## config.mk

```make
export PLATFORM = sky130hd
export DESIGN_NAME = mul_sched_flat
export DESIGN_NICKNAME = d
export VERILOG_FILES = /design/src/rtl/mul_sched_if.sv /design/src/rtl/mul_sched.sv /design/src/flat_wrapper.sv
export SDC_FILE = /design/constraint.sdc
export NUM_CORES = 1
export LEC_CHECK = 0
export ABC_CLOCK_PERIOD_IN_PS = 3420
export CORE_AREA = 2 2 214 216
export CTS_CLUSTER_SIZE = 20
export DETAILED_ROUTE_END_ITERATION = 10
export DIE_AREA = 0 0 216 218
export PLACE_DENSITY = 0.55
export SYNTH_ARGS = -nofsm -noshare
export SYNTH_HDL_FRONTEND = slang
export SYNTH_SLANG_ARGS = --single-unit
```

## constraint.sdc

```tcl
create_clock -name clk_i -period 3.42 [get_ports clk_i]
set_input_delay 0.855 -clock clk_i [delete_from_list [all_inputs] [get_ports clk_i]]
set_output_delay 0.855 -clock clk_i [all_outputs]
set_load 0.01 [all_outputs]
```

## src/rtl/mul_sched_if.sv

```systemverilog
// +----------------------------------------------------------------------+
// | mul_sched_if : issue ports, multiplier link and response channel     |
// | Revision     : 1.0                                                   |
// +----------------------------------------------------------------------+
`default_nettype none

interface mul_sched_if #(
  parameter int XLEN  = 64,
  parameter int TAG_W = 4
);
  logic             p0_valid_i;
  logic             p1_valid_i;
  logic             p0_ready_o;
  logic             p1_ready_o;
  logic [2:0]       p0_func3_i;
  logic [2:0]       p1_func3_i;
  logic             p0_int_32_i;
  logic             p1_int_32_i;
  logic [XLEN-1:0]  p0_src1_i;
  logic [XLEN-1:0]  p0_src2_i;
  logic [XLEN-1:0]  p1_src1_i;
  logic [XLEN-1:0]  p1_src2_i;
  logic [TAG_W-1:0] p0_tag_i;
  logic [TAG_W-1:0] p1_tag_i;
  logic [1:0]       kill_i;

  logic             mul_req_o;
  logic             mul_kill_o;
  logic [2:0]       mul_func3_o;
  logic             mul_int_32_o;
  logic [XLEN-1:0]  mul_src1_o;
  logic [XLEN-1:0]  mul_src2_o;
  logic [XLEN-1:0]  mul_result_i;
  logic             mul_stall_i;

  logic             rsp_valid_o;
  logic             rsp_ready_i;
  logic             rsp_port_o;
  logic [TAG_W-1:0] rsp_tag_o;
  logic [XLEN-1:0]  rsp_result_o;
  logic             err_o;

  modport slave (
    input  p0_valid_i, p1_valid_i, p0_func3_i, p1_func3_i, p0_int_32_i, p1_int_32_i,
           p0_src1_i, p0_src2_i, p1_src1_i, p1_src2_i, p0_tag_i, p1_tag_i, kill_i,
           mul_result_i, mul_stall_i, rsp_ready_i,
    output p0_ready_o, p1_ready_o, mul_req_o, mul_kill_o, mul_func3_o, mul_int_32_o,
           mul_src1_o, mul_src2_o, rsp_valid_o, rsp_port_o, rsp_tag_o, rsp_result_o, err_o
  );

  modport master (
    output p0_valid_i, p1_valid_i, p0_func3_i, p1_func3_i, p0_int_32_i, p1_int_32_i,
           p0_src1_i, p0_src2_i, p1_src1_i, p1_src2_i, p0_tag_i, p1_tag_i, kill_i,
           mul_result_i, mul_stall_i, rsp_ready_i,
    input  p0_ready_o, p1_ready_o, mul_req_o, mul_kill_o, mul_func3_o, mul_int_32_o,
           mul_src1_o, mul_src2_o, rsp_valid_o, rsp_port_o, rsp_tag_o, rsp_result_o, err_o
  );
endinterface

`default_nettype wire

```

## src/rtl/mul_sched.sv

```systemverilog
// +----------------------------------------------------------------------+
// | mul_sched : round-robin scheduler sharing one fixed-latency multiplier|
// | Revision  : 1.0                                                      |
// +----------------------------------------------------------------------+
`default_nettype none

module mul_sched #(
  parameter int XLEN    = 64,
  parameter int TAG_W   = 4,
  parameter int MUL_LAT = 2
) (
  input  logic       clk_i,
  input  logic       rstn_i,
  mul_sched_if.slave bus
);
  localparam int               CNT_W   = (MUL_LAT > 0) ? $clog2(MUL_LAT + 1) : 1;
  localparam logic [CNT_W-1:0] CNT_MAX = CNT_W'(MUL_LAT);

  typedef enum logic [1:0] {
    ST_IDLE = 2'd0,
    ST_EXEC = 2'd1,
    ST_RESP = 2'd2
  } state_t;

  state_t           state_q, state_d;
  logic [CNT_W-1:0] cnt_q, cnt_d;
  logic             prio_q, prio_d;
  logic [2:0]       func3_q, func3_d;
  logic             int_32_q, int_32_d;
  logic [XLEN-1:0]  src1_q, src1_d;
  logic [XLEN-1:0]  src2_q, src2_d;
  logic [TAG_W-1:0] tag_q, tag_d;
  logic             port_q, port_d;
  logic [XLEN-1:0]  result_q, result_d;
  logic             err_q, err_d;

  logic elig0, elig1, grant0, grant1, kill_own, stall_exp, in_exec, in_resp;
  logic [2:0] sel_func3;

  always_comb begin
    in_exec   = (state_q == ST_EXEC);
    in_resp   = (state_q == ST_RESP);
    elig0     = bus.p0_valid_i & ~bus.kill_i[0];
    elig1     = bus.p1_valid_i & ~bus.kill_i[1];
    // prio_q names the port that wins a tie
    grant0    = (state_q == ST_IDLE) & elig0 & (~elig1 | ~prio_q);
    grant1    = (state_q == ST_IDLE) & elig1 & (~elig0 |  prio_q);
    kill_own  = bus.kill_i[port_q];
    stall_exp = (cnt_q != CNT_MAX);
    sel_func3 = grant1 ? bus.p1_func3_i : bus.p0_func3_i;
  end

  always_comb begin
    state_d  = state_q;
    cnt_d    = cnt_q;
    prio_d   = prio_q;
    func3_d  = func3_q;
    int_32_d = int_32_q;
    src1_d   = src1_q;
    src2_d   = src2_q;
    tag_d    = tag_q;
    port_d   = port_q;
    result_d = result_q;
    err_d    = err_q;
    case (state_q)
      ST_IDLE: begin
        if (grant0 | grant1) begin
          port_d   = grant1;
          prio_d   = ~grant1;
          func3_d  = sel_func3;
          int_32_d = grant1 ? bus.p1_int_32_i : bus.p0_int_32_i;
          src1_d   = grant1 ? bus.p1_src1_i   : bus.p0_src1_i;
          src2_d   = grant1 ? bus.p1_src2_i   : bus.p0_src2_i;
          tag_d    = grant1 ? bus.p1_tag_i    : bus.p0_tag_i;
          cnt_d    = '0;
          // Unsupported encodings answer immediately with a zero result
          if (sel_func3[2]) begin
            result_d = '0;
            state_d  = ST_RESP;
          end else begin
            state_d  = ST_EXEC;
          end
        end
      end
      ST_EXEC: begin
        if (bus.mul_stall_i != stall_exp) err_d = 1'b1;
        if (kill_own) begin
          state_d = ST_IDLE;
        end else if (cnt_q == CNT_MAX) begin
          result_d = bus.mul_result_i;
          state_d  = ST_RESP;
        end else begin
          cnt_d = cnt_q + 1'b1;
        end
      end
      ST_RESP: begin
        if (kill_own | bus.rsp_ready_i) state_d = ST_IDLE;
      end
      default: state_d = ST_IDLE;
    endcase
  end

  always_comb begin
    bus.p0_ready_o   = grant0;
    bus.p1_ready_o   = grant1;
    bus.mul_req_o    = in_exec & (cnt_q == '0);
    bus.mul_kill_o   = in_exec & kill_own;
    bus.mul_func3_o  = in_exec ? func3_q  : 3'b000;
    bus.mul_int_32_o = in_exec & int_32_q;
    bus.mul_src1_o   = in_exec ? src1_q   : '0;
    bus.mul_src2_o   = in_exec ? src2_q   : '0;
    bus.rsp_valid_o  = in_resp;
    bus.rsp_port_o   = in_resp & port_q;
    bus.rsp_tag_o    = in_resp ? tag_q    : '0;
    bus.rsp_result_o = in_resp ? result_q : '0;
    bus.err_o        = err_q;
  end

  always_ff @(posedge clk_i or negedge rstn_i) begin
    if (!rstn_i) begin
      state_q  <= ST_IDLE;
      cnt_q    <= '0;
      prio_q   <= 1'b0;
      func3_q  <= 3'b000;
      int_32_q <= 1'b0;
      src1_q   <= '0;
      src2_q   <= '0;
      tag_q    <= '0;
      port_q   <= 1'b0;
      result_q <= '0;
      err_q    <= 1'b0;
    end else begin
      state_q  <= state_d;
      cnt_q    <= cnt_d;
      prio_q   <= prio_d;
      func3_q  <= func3_d;
      int_32_q <= int_32_d;
      src1_q   <= src1_d;
      src2_q   <= src2_d;
      tag_q    <= tag_d;
      port_q   <= port_d;
      result_q <= result_d;
      err_q    <= err_d;
    end
  end
endmodule

`default_nettype wire

```

## src/flat_wrapper.sv

```systemverilog
// flat-port wrapper written by rule: the top's interface ports become plain ports
module mul_sched_flat 
#(
  parameter int XLEN    = 64,
  parameter int TAG_W   = 4,
  parameter int MUL_LAT = 2
)
  (clk_i, rstn_i, bus_p0_valid_i, bus_p1_valid_i, bus_p0_func3_i, bus_p1_func3_i, bus_p0_int_32_i, bus_p1_int_32_i, bus_p0_src1_i, bus_p0_src2_i, bus_p1_src1_i, bus_p1_src2_i, bus_p0_tag_i, bus_p1_tag_i, bus_kill_i, bus_mul_result_i, bus_mul_stall_i, bus_rsp_ready_i, bus_p0_ready_o, bus_p1_ready_o, bus_mul_req_o, bus_mul_kill_o, bus_mul_func3_o, bus_mul_int_32_o, bus_mul_src1_o, bus_mul_src2_o, bus_rsp_valid_o, bus_rsp_port_o, bus_rsp_tag_o, bus_rsp_result_o, bus_err_o);
  mul_sched_if #(.XLEN(XLEN), .TAG_W(TAG_W)) bus_i ();
  input  logic clk_i;
  input  logic rstn_i;
  input wire logic [$bits(bus_i.p0_valid_i)-1:0] bus_p0_valid_i;
  input wire logic [$bits(bus_i.p1_valid_i)-1:0] bus_p1_valid_i;
  input wire logic [$bits(bus_i.p0_func3_i)-1:0] bus_p0_func3_i;
  input wire logic [$bits(bus_i.p1_func3_i)-1:0] bus_p1_func3_i;
  input wire logic [$bits(bus_i.p0_int_32_i)-1:0] bus_p0_int_32_i;
  input wire logic [$bits(bus_i.p1_int_32_i)-1:0] bus_p1_int_32_i;
  input wire logic [$bits(bus_i.p0_src1_i)-1:0] bus_p0_src1_i;
  input wire logic [$bits(bus_i.p0_src2_i)-1:0] bus_p0_src2_i;
  input wire logic [$bits(bus_i.p1_src1_i)-1:0] bus_p1_src1_i;
  input wire logic [$bits(bus_i.p1_src2_i)-1:0] bus_p1_src2_i;
  input wire logic [$bits(bus_i.p0_tag_i)-1:0] bus_p0_tag_i;
  input wire logic [$bits(bus_i.p1_tag_i)-1:0] bus_p1_tag_i;
  input wire logic [$bits(bus_i.kill_i)-1:0] bus_kill_i;
  input wire logic [$bits(bus_i.mul_result_i)-1:0] bus_mul_result_i;
  input wire logic [$bits(bus_i.mul_stall_i)-1:0] bus_mul_stall_i;
  input wire logic [$bits(bus_i.rsp_ready_i)-1:0] bus_rsp_ready_i;
  output wire logic [$bits(bus_i.p0_ready_o)-1:0] bus_p0_ready_o;
  output wire logic [$bits(bus_i.p1_ready_o)-1:0] bus_p1_ready_o;
  output wire logic [$bits(bus_i.mul_req_o)-1:0] bus_mul_req_o;
  output wire logic [$bits(bus_i.mul_kill_o)-1:0] bus_mul_kill_o;
  output wire logic [$bits(bus_i.mul_func3_o)-1:0] bus_mul_func3_o;
  output wire logic [$bits(bus_i.mul_int_32_o)-1:0] bus_mul_int_32_o;
  output wire logic [$bits(bus_i.mul_src1_o)-1:0] bus_mul_src1_o;
  output wire logic [$bits(bus_i.mul_src2_o)-1:0] bus_mul_src2_o;
  output wire logic [$bits(bus_i.rsp_valid_o)-1:0] bus_rsp_valid_o;
  output wire logic [$bits(bus_i.rsp_port_o)-1:0] bus_rsp_port_o;
  output wire logic [$bits(bus_i.rsp_tag_o)-1:0] bus_rsp_tag_o;
  output wire logic [$bits(bus_i.rsp_result_o)-1:0] bus_rsp_result_o;
  output wire logic [$bits(bus_i.err_o)-1:0] bus_err_o;
  assign bus_i.p0_valid_i = bus_p0_valid_i;
  assign bus_i.p1_valid_i = bus_p1_valid_i;
  assign bus_i.p0_func3_i = bus_p0_func3_i;
  assign bus_i.p1_func3_i = bus_p1_func3_i;
  assign bus_i.p0_int_32_i = bus_p0_int_32_i;
  assign bus_i.p1_int_32_i = bus_p1_int_32_i;
  assign bus_i.p0_src1_i = bus_p0_src1_i;
  assign bus_i.p0_src2_i = bus_p0_src2_i;
  assign bus_i.p1_src1_i = bus_p1_src1_i;
  assign bus_i.p1_src2_i = bus_p1_src2_i;
  assign bus_i.p0_tag_i = bus_p0_tag_i;
  assign bus_i.p1_tag_i = bus_p1_tag_i;
  assign bus_i.kill_i = bus_kill_i;
  assign bus_i.mul_result_i = bus_mul_result_i;
  assign bus_i.mul_stall_i = bus_mul_stall_i;
  assign bus_i.rsp_ready_i = bus_rsp_ready_i;
  assign bus_p0_ready_o = bus_i.p0_ready_o;
  assign bus_p1_ready_o = bus_i.p1_ready_o;
  assign bus_mul_req_o = bus_i.mul_req_o;
  assign bus_mul_kill_o = bus_i.mul_kill_o;
  assign bus_mul_func3_o = bus_i.mul_func3_o;
  assign bus_mul_int_32_o = bus_i.mul_int_32_o;
  assign bus_mul_src1_o = bus_i.mul_src1_o;
  assign bus_mul_src2_o = bus_i.mul_src2_o;
  assign bus_rsp_valid_o = bus_i.rsp_valid_o;
  assign bus_rsp_port_o = bus_i.rsp_port_o;
  assign bus_rsp_tag_o = bus_i.rsp_tag_o;
  assign bus_rsp_result_o = bus_i.rsp_result_o;
  assign bus_err_o = bus_i.err_o;
  mul_sched #(.XLEN(XLEN), .TAG_W(TAG_W), .MUL_LAT(MUL_LAT)) u_core (.clk_i(clk_i), .rstn_i(rstn_i), .bus(bus_i));
endmodule
```

Yosys cells after proc, flatten, opt, wreduce, memory -nomap -nowiden
Cells that the tools add are included.
{"block": "classes", "n_lt_le_gt_ge": 1, "add_sub_neg": 1, "n_reduce_logical": 8, "n_eq_ne": 12, "n_bitwise": 20, "mux": 27}
{"operator": "two-way mux 64 bit", "count": 9}
{"operator": "one-hot mux 64 bit (2 select lines)", "count": 1}
{"operator": "two-way mux 2 bit", "count": 8}
{"operator": "!= test 2 bit, second input constant", "count": 6}
{"operator": "bitwise AND 1 bit", "count": 10}
{"operator": "two-way mux 4 bit", "count": 2}
{"operator": "two-way mux 3 bit", "count": 2}
{"operator": "NOT 1 bit", "count": 6}
{"operator": "one-hot mux 2 bit (3 select lines)", "count": 1}
{"operator": "AND reduction 5 bit", "count": 1}
{"operator": "equality test 2 bit, second input constant", "count": 2}
{"operator": "logical NOT 2 bit", "count": 2}
{"operator": "OR 1 bit", "count": 4}
{"operator": "one-hot mux 2 bit (2 select lines)", "count": 1}
{"operator": "AND reduction 2 bit", "count": 2}
{"operator": "AND reduction 4 bit", "count": 1}
{"operator": "two-way mux 1 bit", "count": 3}
{"operator": "!= test 3 x 2 -> 1 bit, second input constant", "count": 1}
{"operator": "AND reduction 3 bit", "count": 1}
{"operator": "adder 2 x 1 -> 2 bit, second input constant", "count": 1}
{"operator": "equality test 2 x 1 -> 1 bit, second input constant", "count": 1}
{"operator": "less-than comparator 1 x 2 -> 1 bit, second input constant", "count": 1}
{"operator": "!= test 2 x 1 -> 1 bit, second input constant", "count": 1}
{"operator": "nonzero test 2 bit", "count": 1}
{"operator": "!= test 1 bit", "count": 1}
{"block": "totals", "output_inout_bits": 207, "reg_bits": 207}

Logic depth before layout (Yosys ltp)
Gate-level depths: netlist of run 1.
{"block": "logic_depth", "depth_word": 9, "ltp_mapped": 7, "ltp_nobuf": 5}

Worst setup path after synthesis of run 1
No wires, ideal clock.
{"block": "synth_timing", "kind": "input to output", "start": "in bus_kill_i[0]", "end": "out bus_p1_ready_o", "required_time_ns": 2.565, "arrival_time_ns": 1.715, "path_slack_ns": 0.850, "stages": 4, "cell_sequence": "or3b_4 > and3_4 > buf_12 > buf_8"}
{"block": "synth_via", "elab_chain_len": 5}
{"item": "from (decl)", "line_no": "flat_wrapper.sv:24", "text": "input wire logic [$bits(bus_i.kill_i)-1:0] bus_kill_i;"}
{"item": "NOT 1 bit", "line_no": "mul_sched.sv:43", "text": "elig0 = bus.p0_valid_i & ~bus.kill_i[0];"}
{"item": "bitwise AND 1 bit", "line_no": "mul_sched.sv:43"}
{"item": "NOT 1 bit", "line_no": "mul_sched.sv:47", "text": "grant1 = (state_q == ST_IDLE) & elig1 & (~elig0 | prio_q);"}
{"item": "OR 1 bit", "line_no": "mul_sched.sv:47"}
{"item": "bitwise AND 1 bit", "line_no": "mul_sched.sv:47"}
{"item": "to (decl)", "line_no": "flat_wrapper.sv:29", "text": "output wire logic [$bits(bus_i.p1_ready_o)-1:0] bus_p1_ready_o;"}
No other way between the ends.

Worst setup path in the final report of run 1
Ends and elaborated chain as after synthesis.

==> impl_results.md, run 1 <==
- Crit path DAT: 2.43 ns
- Residual DRC: 0
- Std-Cell Rows: 78
- Hold Buf Count CTS: 0
- Yosys reg bits: 207
- Synth top area cells: dfrtp_1 (49%), a222oi_1 (13%), and2_1 (12%)
- Die H: 218 um
- Slew headroom: 44.41%
- Global route overflow: 0
- Root Buffer: clkbuf_16
- Initial core utilization: 23.47%
- Die area: 47090 sq um
- Ports: 551
- Drt pass-1 iters: 10
- Post-Synthesis Cells: 1080
- Final hold viol count: 0
- Number of DRC markers in iteration 0: 1038
- Post-detailed-route wirelength per cell: 20.62 um
- Via count of the first global-routing pass: 10.54k
- Initial antenna violation count: 11
- Total number of vias: 10.58k
- Uppermost layer routed: met5
- Fin crit share: 96.14%
- Avg Inst Size Synth: 9.756 sq um
- Post-Syn Area: 10540 sq um
- Die X-Extent: 216 um
- Max-cap viol count: 0
- Final nets: 1926
- CP Max Fanout: 4
- Tightest Pin Transition: 0.8339 ns
- Max clock buf depth: 3
- Required @ worst endpoint: 2.56 ns
- Synth unique cells: 36
- Metal3 WL: 4082 um
- FF-to-FF Start: u_core.state_q[0]
- Clock skew: 0.01333 ns
- Ys flop type: dfrtp_1
- Design area: 17450 sq um
- Final Non-Filler Cells: 2200
- CTS clk-pin slew, worst paths: 0.06 ns
- IO buf count: 550
- GR Util All Layers: 18.31%
- Placeable Area: 44890 sq um
- Vias/cell: 4.807
- Tmin final: 3.288 ns
- Startpoint types: primary input
- Ys async rst share: 100.0%
- Metal2 WL: 22200 um
- Largest net degree at the start of global routing: 138
- First-pass GRT wire length: 67100 um
- R2r setup slk: 0.98 ns
- Critical Path Sink Type: output port
- Synthesis Warnings: 0
- CTS Buf Count: 27
- Power density over cell area: 727.5 nW/um^2
- Top-area cell type share of the netlist area: 49.16%
- Routed Wire Length: 45370 um
- CP Class: in2out
- Dpl cell area: 16610 sq um
- DP Wirelength: 31310 um
- Sum Neg Setup Slack: 0 ns
- Peak VDD IR: 0.0003619 V
- Hold crit path type: in2async
- Status: completed
- Max Transition Viols Final: 0
- Placed insts: 2149
- Syn Nets: 1426
- Area leader, netlist: dfrtp_1
- WL met1: 17790 um
- Post-DRT Antenna Nets: 0
- Placer Congestion: 0.8403
- Setup violators final: 0
- H-tree depth: 1
- Fin util: 38.86%
- FF-to-FF End: u_core.src1_q[31]
- Number of synthesized flops with an enable pin: 0
- Area growth from synthesis to layout: 65.57%
- Fmax: 0.3041 GHz
- Clock insertion delay at the later pin of the skew report: 0.55 ns
- Post-synthesis sequential area ratio: 49.16%
- Minimum hold slack: 0.2792 ns
- Share of layout cells above drive strength 1: 4.950%
- Reg2Reg Depth: 7
- CTS tree: yes
- RSZ-0062 raised after global routing: no
- Sink Count: 207
- Leakage: 7.669 nW
-- layout by cell type, fill, tap and decap left out, types with 12 or more instances in the layout --
cell | netlist | final
clkdlybuf4s50_1 | 0 | 549
dfrtp_1 | 207 | 206
and2_1 | 202 | 202
inv_1 | 201 | 201
a222oi_1 | 135 | 135
nand2_1 | 67 | 67
o211ai_1 | 65 | 65
nand4_1 | 64 | 64
clkbuf_16 | 0 | 28
buf_12 | 1 | 12
-- per-stage QoR --
step | power (mW) | worst slack [ns]
after global placement | 9.993 | 0.1426
after floorplan | 7.319 | 0.8504
after CTS | 12.85 | 0.04960
final | 12.69 | 0.1319
after global routing | 13.59 | 0.06563
after detailed placement | 10.10 | 0.1464
-- where the power goes --
group | switching (mW) | internal [mW]
sequential | 0.695 | 3.62
clock | 1.10 | 1.53
combinational | 2.88 | 2.86
-- worst max path at each step --
stage | startpoint | endpoint | slack [ns] | depth (start not counted)
2_1_floorplan | bus_kill_i[0] | bus_p1_ready_o | 0.85 | 4
3_3_place_gp | bus_p0_valid_i | bus_p1_ready_o | 0.14 | 4
3_5_place_dp | bus_kill_i[0] | bus_p1_ready_o | 0.15 | 4
4_1_cts | u_core.state_q[0] | bus_mul_func3_o[0] | 0.05 | 4
5_1_grt | u_core.state_q[0] | bus_mul_func3_o[0] | 0.07 | 4
6_report | bus_kill_i[0] | bus_p1_ready_o | 0.13 | 4
-- worst max-delay path: stages --
cell and delay [ns]:
clkdlybuf4s50_1 0.46, or3b_4 0.44, and3_4 0.20, clkdlybuf4s50_1 0.48
-- area by class of cell --
cell class | instances | area (sq um)
Clock buffer | 39 | 760.7
Clock inverter | 6 | 36.28
Inverter | 201 | 754.5
Sequential cell | 207 | 5181
Tap cell | 600 | 750.7
Timing Repair Buffer | 574 | 5862
Multi-Input combinational cell | 569 | 4090
Antenna cell | 4 | 10.01
Fill cell | 4483 | 27450
-- cells by family (layout without fill, tap and decap cells) --
logic type               Yosys count  count (layout)  share of synthesized area, %
AO/OA/AOI/OAI                    210             210                         18.20
XOR/XNOR                           1               1                       0.08314
adder cells (fa/ha/maj)            2               2                        0.2375
buffers and inverters            304             820                         12.52
flip-flops                       207             207                         49.16
multiplexers                       4               4                        0.4156
other                              0               4                             0
AND/OR/NAND/NOR                  352             352                         19.38
-- registers in the layout, indices dropped and copies added (netlist names) --
name and cells:
u_core.int_32_q 1, u_core.tag_q 4, u_core.state_q 2, u_core.src1_q 64, u_core.func3_q 3, u_core.bus.err_o 1, u_core.src2_q 64, u_core.result_q 64
u_core.port_q 1, u_core.prio_q 1, u_core.cnt_q 2
-- synth_stat cells (all sizes together) (2+ instances only) --
master  number
a21o         4
ha           2
inv        201
and3         3
clkbuf      61
dfrtp      207
buf         42
a222oi     135
nor2         3
mux2         3
and2       202
nand2       67
nand3        5
o211ai      65
nand4       64
nor2b        3
-- layer usage --
metal | vias to the layer above | global-route usage (%)
met4 | 12 | 5.913
met5 | - | 0
met2 | 511 | 30.96
met1 | 5140 | 22.31
met3 | 80 | 5.467
li1 | 4833 | -
-- what timing repair did --
action / CTS / global route
buffers inserted: 2 / 0
endpoints found under the hold margin: 0 / 0
resized for setup: 1 / 2
endpoints found under the setup margin: 5 / 1
No activity file was read; power rests on OpenSTA's default activity.
==> inputs of run 2 (changes only) <==
--- a/config.mk
+++ b/config.mk
@@ -12,4 +12,5 @@
 export DIE_AREA = 0 0 216 218
 export PLACE_DENSITY = 0.55
+export RECOVER_POWER = 25
 export SYNTH_ARGS = -nofsm -noshare
 export SYNTH_HDL_FRONTEND = slang
==> constraint.sdc (replaced) <==
create_clock -name clk_i -period 3.42 [get_ports clk_i]
set_input_delay 0.855 -clock clk_i [delete_from_list [all_inputs] [get_ports clk_i]]
set_output_delay 0.855 -clock clk_i [all_outputs]
set_load 0.05 [all_outputs]
==> impl_results.md, run 2 (same netlist as run 1, synthesis figures left out) <==
- Status: finished, violations left (was completed)
- Residual DRC: 0 (unchanged)
- Hold Buf Count CTS: 0 (unchanged)
- FF-to-FF End: u_core.result_q[25] (was u_core.src1_q[31])
- CTS clk-pin slew, worst paths: 0.06 ns (about the same)
- Startpoint types: flip-flop (was primary input)
- Via count of the first global-routing pass: 10.73k (was 10.54k)
- CP Max Fanout: 55 (was 4)
- Post-DRT Antenna Nets: 0 (unchanged)
- IO buf count: 550 (unchanged)
- Max-cap viol count: 1 (was 0)
- H-tree depth: 1 (unchanged)
- Postcts setup bufs: 0 (was 2)
- Fin crit share: 97.66% (was 96.14%)
- Hold Path Sink: u_core.bus.err_o
- Placeable Area: 44890 sq um (unchanged)
- Number of DRC markers in iteration 0: 899 (was 1038)
- Tmin final: 3.340 ns (was 3.288 ns)
- Drt pass-1 iters: 10 (unchanged)
- Metal3 WL: 3888 um (was 4082 um)
- Die area: 47090 sq um (unchanged)
- Total number of vias: 10.50k (was 10.58k)
- Required @ worst endpoint: 2.56 ns (about the same)
- Clock insertion delay at the later pin of the skew report: 0.55 ns (about the same)
- Max Transition Viols Final: 86 (was 0)
- Fmax: 0.2994 GHz (was 0.3041 GHz)
- Initial core utilization: 23.47% (unchanged)
- Vias/cell: 4.790 (was 4.807)
- Sink Count: 207 (unchanged)
- First-pass GRT wire length: 67340 um (was 67100 um)
- Commonest non-fill, non-tap cells in the layout: clkdlybuf4s50_1 (362), dfrtp_1 (207), and2_1 (202) (was clkdlybuf4s50_1 (549), dfrtp_1 (206), and2_1 (202))
- Root Buffer: clkbuf_16 (unchanged)
- Routed Wire Length: 45340 um (was 45370 um)
- Final hold viol count: 0 (unchanged)
- Die H: 218 um (unchanged)
- CP Class: reg2out (was in2out)
- Slew headroom: -57.05% (was 44.41%)
- Clock skew: 0.01761 ns (was 0.01333 ns)
- Power density over cell area: 828.0 nW/um^2 (was 727.5 nW/um^2)
- Failing checks: capacitance limit, slew limit
- Hold crit path type: reg2reg (was in2async)
- Peak VDD IR: 0.0004399 V (was 0.0003619 V)
- Max clock buf depth: 3 (unchanged)
- Tightest Pin Transition: 2.356 ns (was 0.8339 ns)
- Critical Path Sink Type: output port (unchanged)
- Total Power: 14.38 mW (was 12.69 mW)
- CTS tree: yes (unchanged)
- Ports: 551 (unchanged)
- Crit path DAT: 2.49 ns (was 2.43 ns)
- Hold Path Cell Cnt: 1
- WL met1: 18050 um (was 17790 um)
- Dpl ws: 0.2769 ns (was 0.1464 ns)
- Die X-Extent: 216 um (unchanged)
- Share of layout cells above drive strength 1: 6.662% (was 4.950%)
- Sum Neg Setup Slack: 0 ns (unchanged)
- Worst hold start: u_core.bus.err_o
- DP Wirelength: 31370 um (was 31310 um)
- Initial antenna violation count: 4 (was 11)
- Metal2 WL: 22490 um (was 22200 um)
- CTS Buf Count: 26 (was 27)
- FF-to-FF Start: u_core.state_q[0] (unchanged)
- Std-Cell Rows: 78 (unchanged)
- Post-detailed-route wirelength per cell: 20.68 um (was 20.62 um)
- Area growth from synthesis to layout: 64.84% (was 65.57%)
- Leakage: 9.154 nW (was 7.669 nW)
- Commonest non-fill, non-tap cell in the layout: clkdlybuf4s50_1 (unchanged)
- Uppermost layer routed: met5 (unchanged)
- Fin util: 38.69% (was 38.86%)
- Setup violators final: 0 (unchanged)
- Largest net degree at the start of global routing: 138 (unchanged)
- Final nets: 1923 (was 1926)
- Largest regs: u_core.result_q x64, u_core.src1_q x64, u_core.src2_q x64 (unchanged)
- Placer Congestion: 0.8641 (was 0.8403)
- R2r setup slk: 0.90 ns (was 0.98 ns)
- Final setup margin: 0.07996 ns (was 0.1319 ns)
- GR Util All Layers: 18.27% (was 18.31%)
- Reg2Reg Depth: 6 (was 7)
- Global route overflow: 0 (unchanged)
run 2: changes by cell type in the layout (fill, tap and decap cells not counted), sizes merged:
| cell | delta |
|---|---|
| bufinv | +3 |
| clkdlybuf4s50 | -187 |
| diode | -3 |
| dlygate4sd2 | +97 |
| clkinvlp | -1 |
| clkinv | -1 |
| clkbuf | -1 |
| dlymetal6s2s | +57 |
| buf | +28 |
run 2: layout make-up:
type	instances	area [sq um]
well taps	600	750.7
clock inverters	7	125.1
diodes	1	2.502
flip-flops and latches	207	5180
inverters	201	754.5
clock buffers	35	704.4
fillers	4498	27530
multi-input cells	569	4090
repair buffers	572	5761
run 2: routing by layer:
layer	track usage, %	vias to the layer above
met4	4.315	2
met2	31.90	471
li1	-	4805
met3	4.881	57
met5	0	-
met1	22.43	5165
run 2: metrics by stage:
step | area (sq um) | std cells | hold WS [ns]
6_report | 17370 | 2192 | 0.4587
3_3_place_gp | 16560 | 2149 | 0.4457
5_1_grt | 17370 | 2192 | 0.4829
2_1_floorplan | 10540 | 1080 | 0.4509
4_1_cts | 17260 | 2191 | 0.3469
3_5_place_dp | 16560 | 2149 | 0.4530
run 2: worst max path at each step:
stage               cells after the start              start                    to
floorplan                               4      bus_kill_i[0]        bus_p0_ready_o
global placement                        6     bus_p1_valid_i     u_core.state_q[1]
detailed placement                      6     bus_p1_valid_i     u_core.state_q[1]
CTS                                     4  u_core.state_q[0]    bus_mul_src1_o[56]
global route                            4  u_core.state_q[1]  bus_rsp_result_o[13]
finish                                  4  u_core.state_q[1]  bus_rsp_result_o[13]
run 2: repair_timing:
item                       CTS  global route
resized for setup           97            57
setup endpoints to repair   97            57
pin swaps                    0             0
cloned                       0             0
run 2: power by group:
group / internal, mW / total, mW / leakage [nW] / switching, mW
registers: 3.62 / 4.34 / 2.57 / 0.713
clock network: 1.66 / 2.76 / 0.405 / 1.10
logic: 2.58 / 7.29 / 6.18 / 4.71
run 2: worst max-delay path, stage by stage (launching register included):
cell             delay (ns)
dfrtp_1                0.47
nor2b_4                0.22
buf_12                 0.24
and2_1                 0.17
clkdlybuf4s50_1        0.80
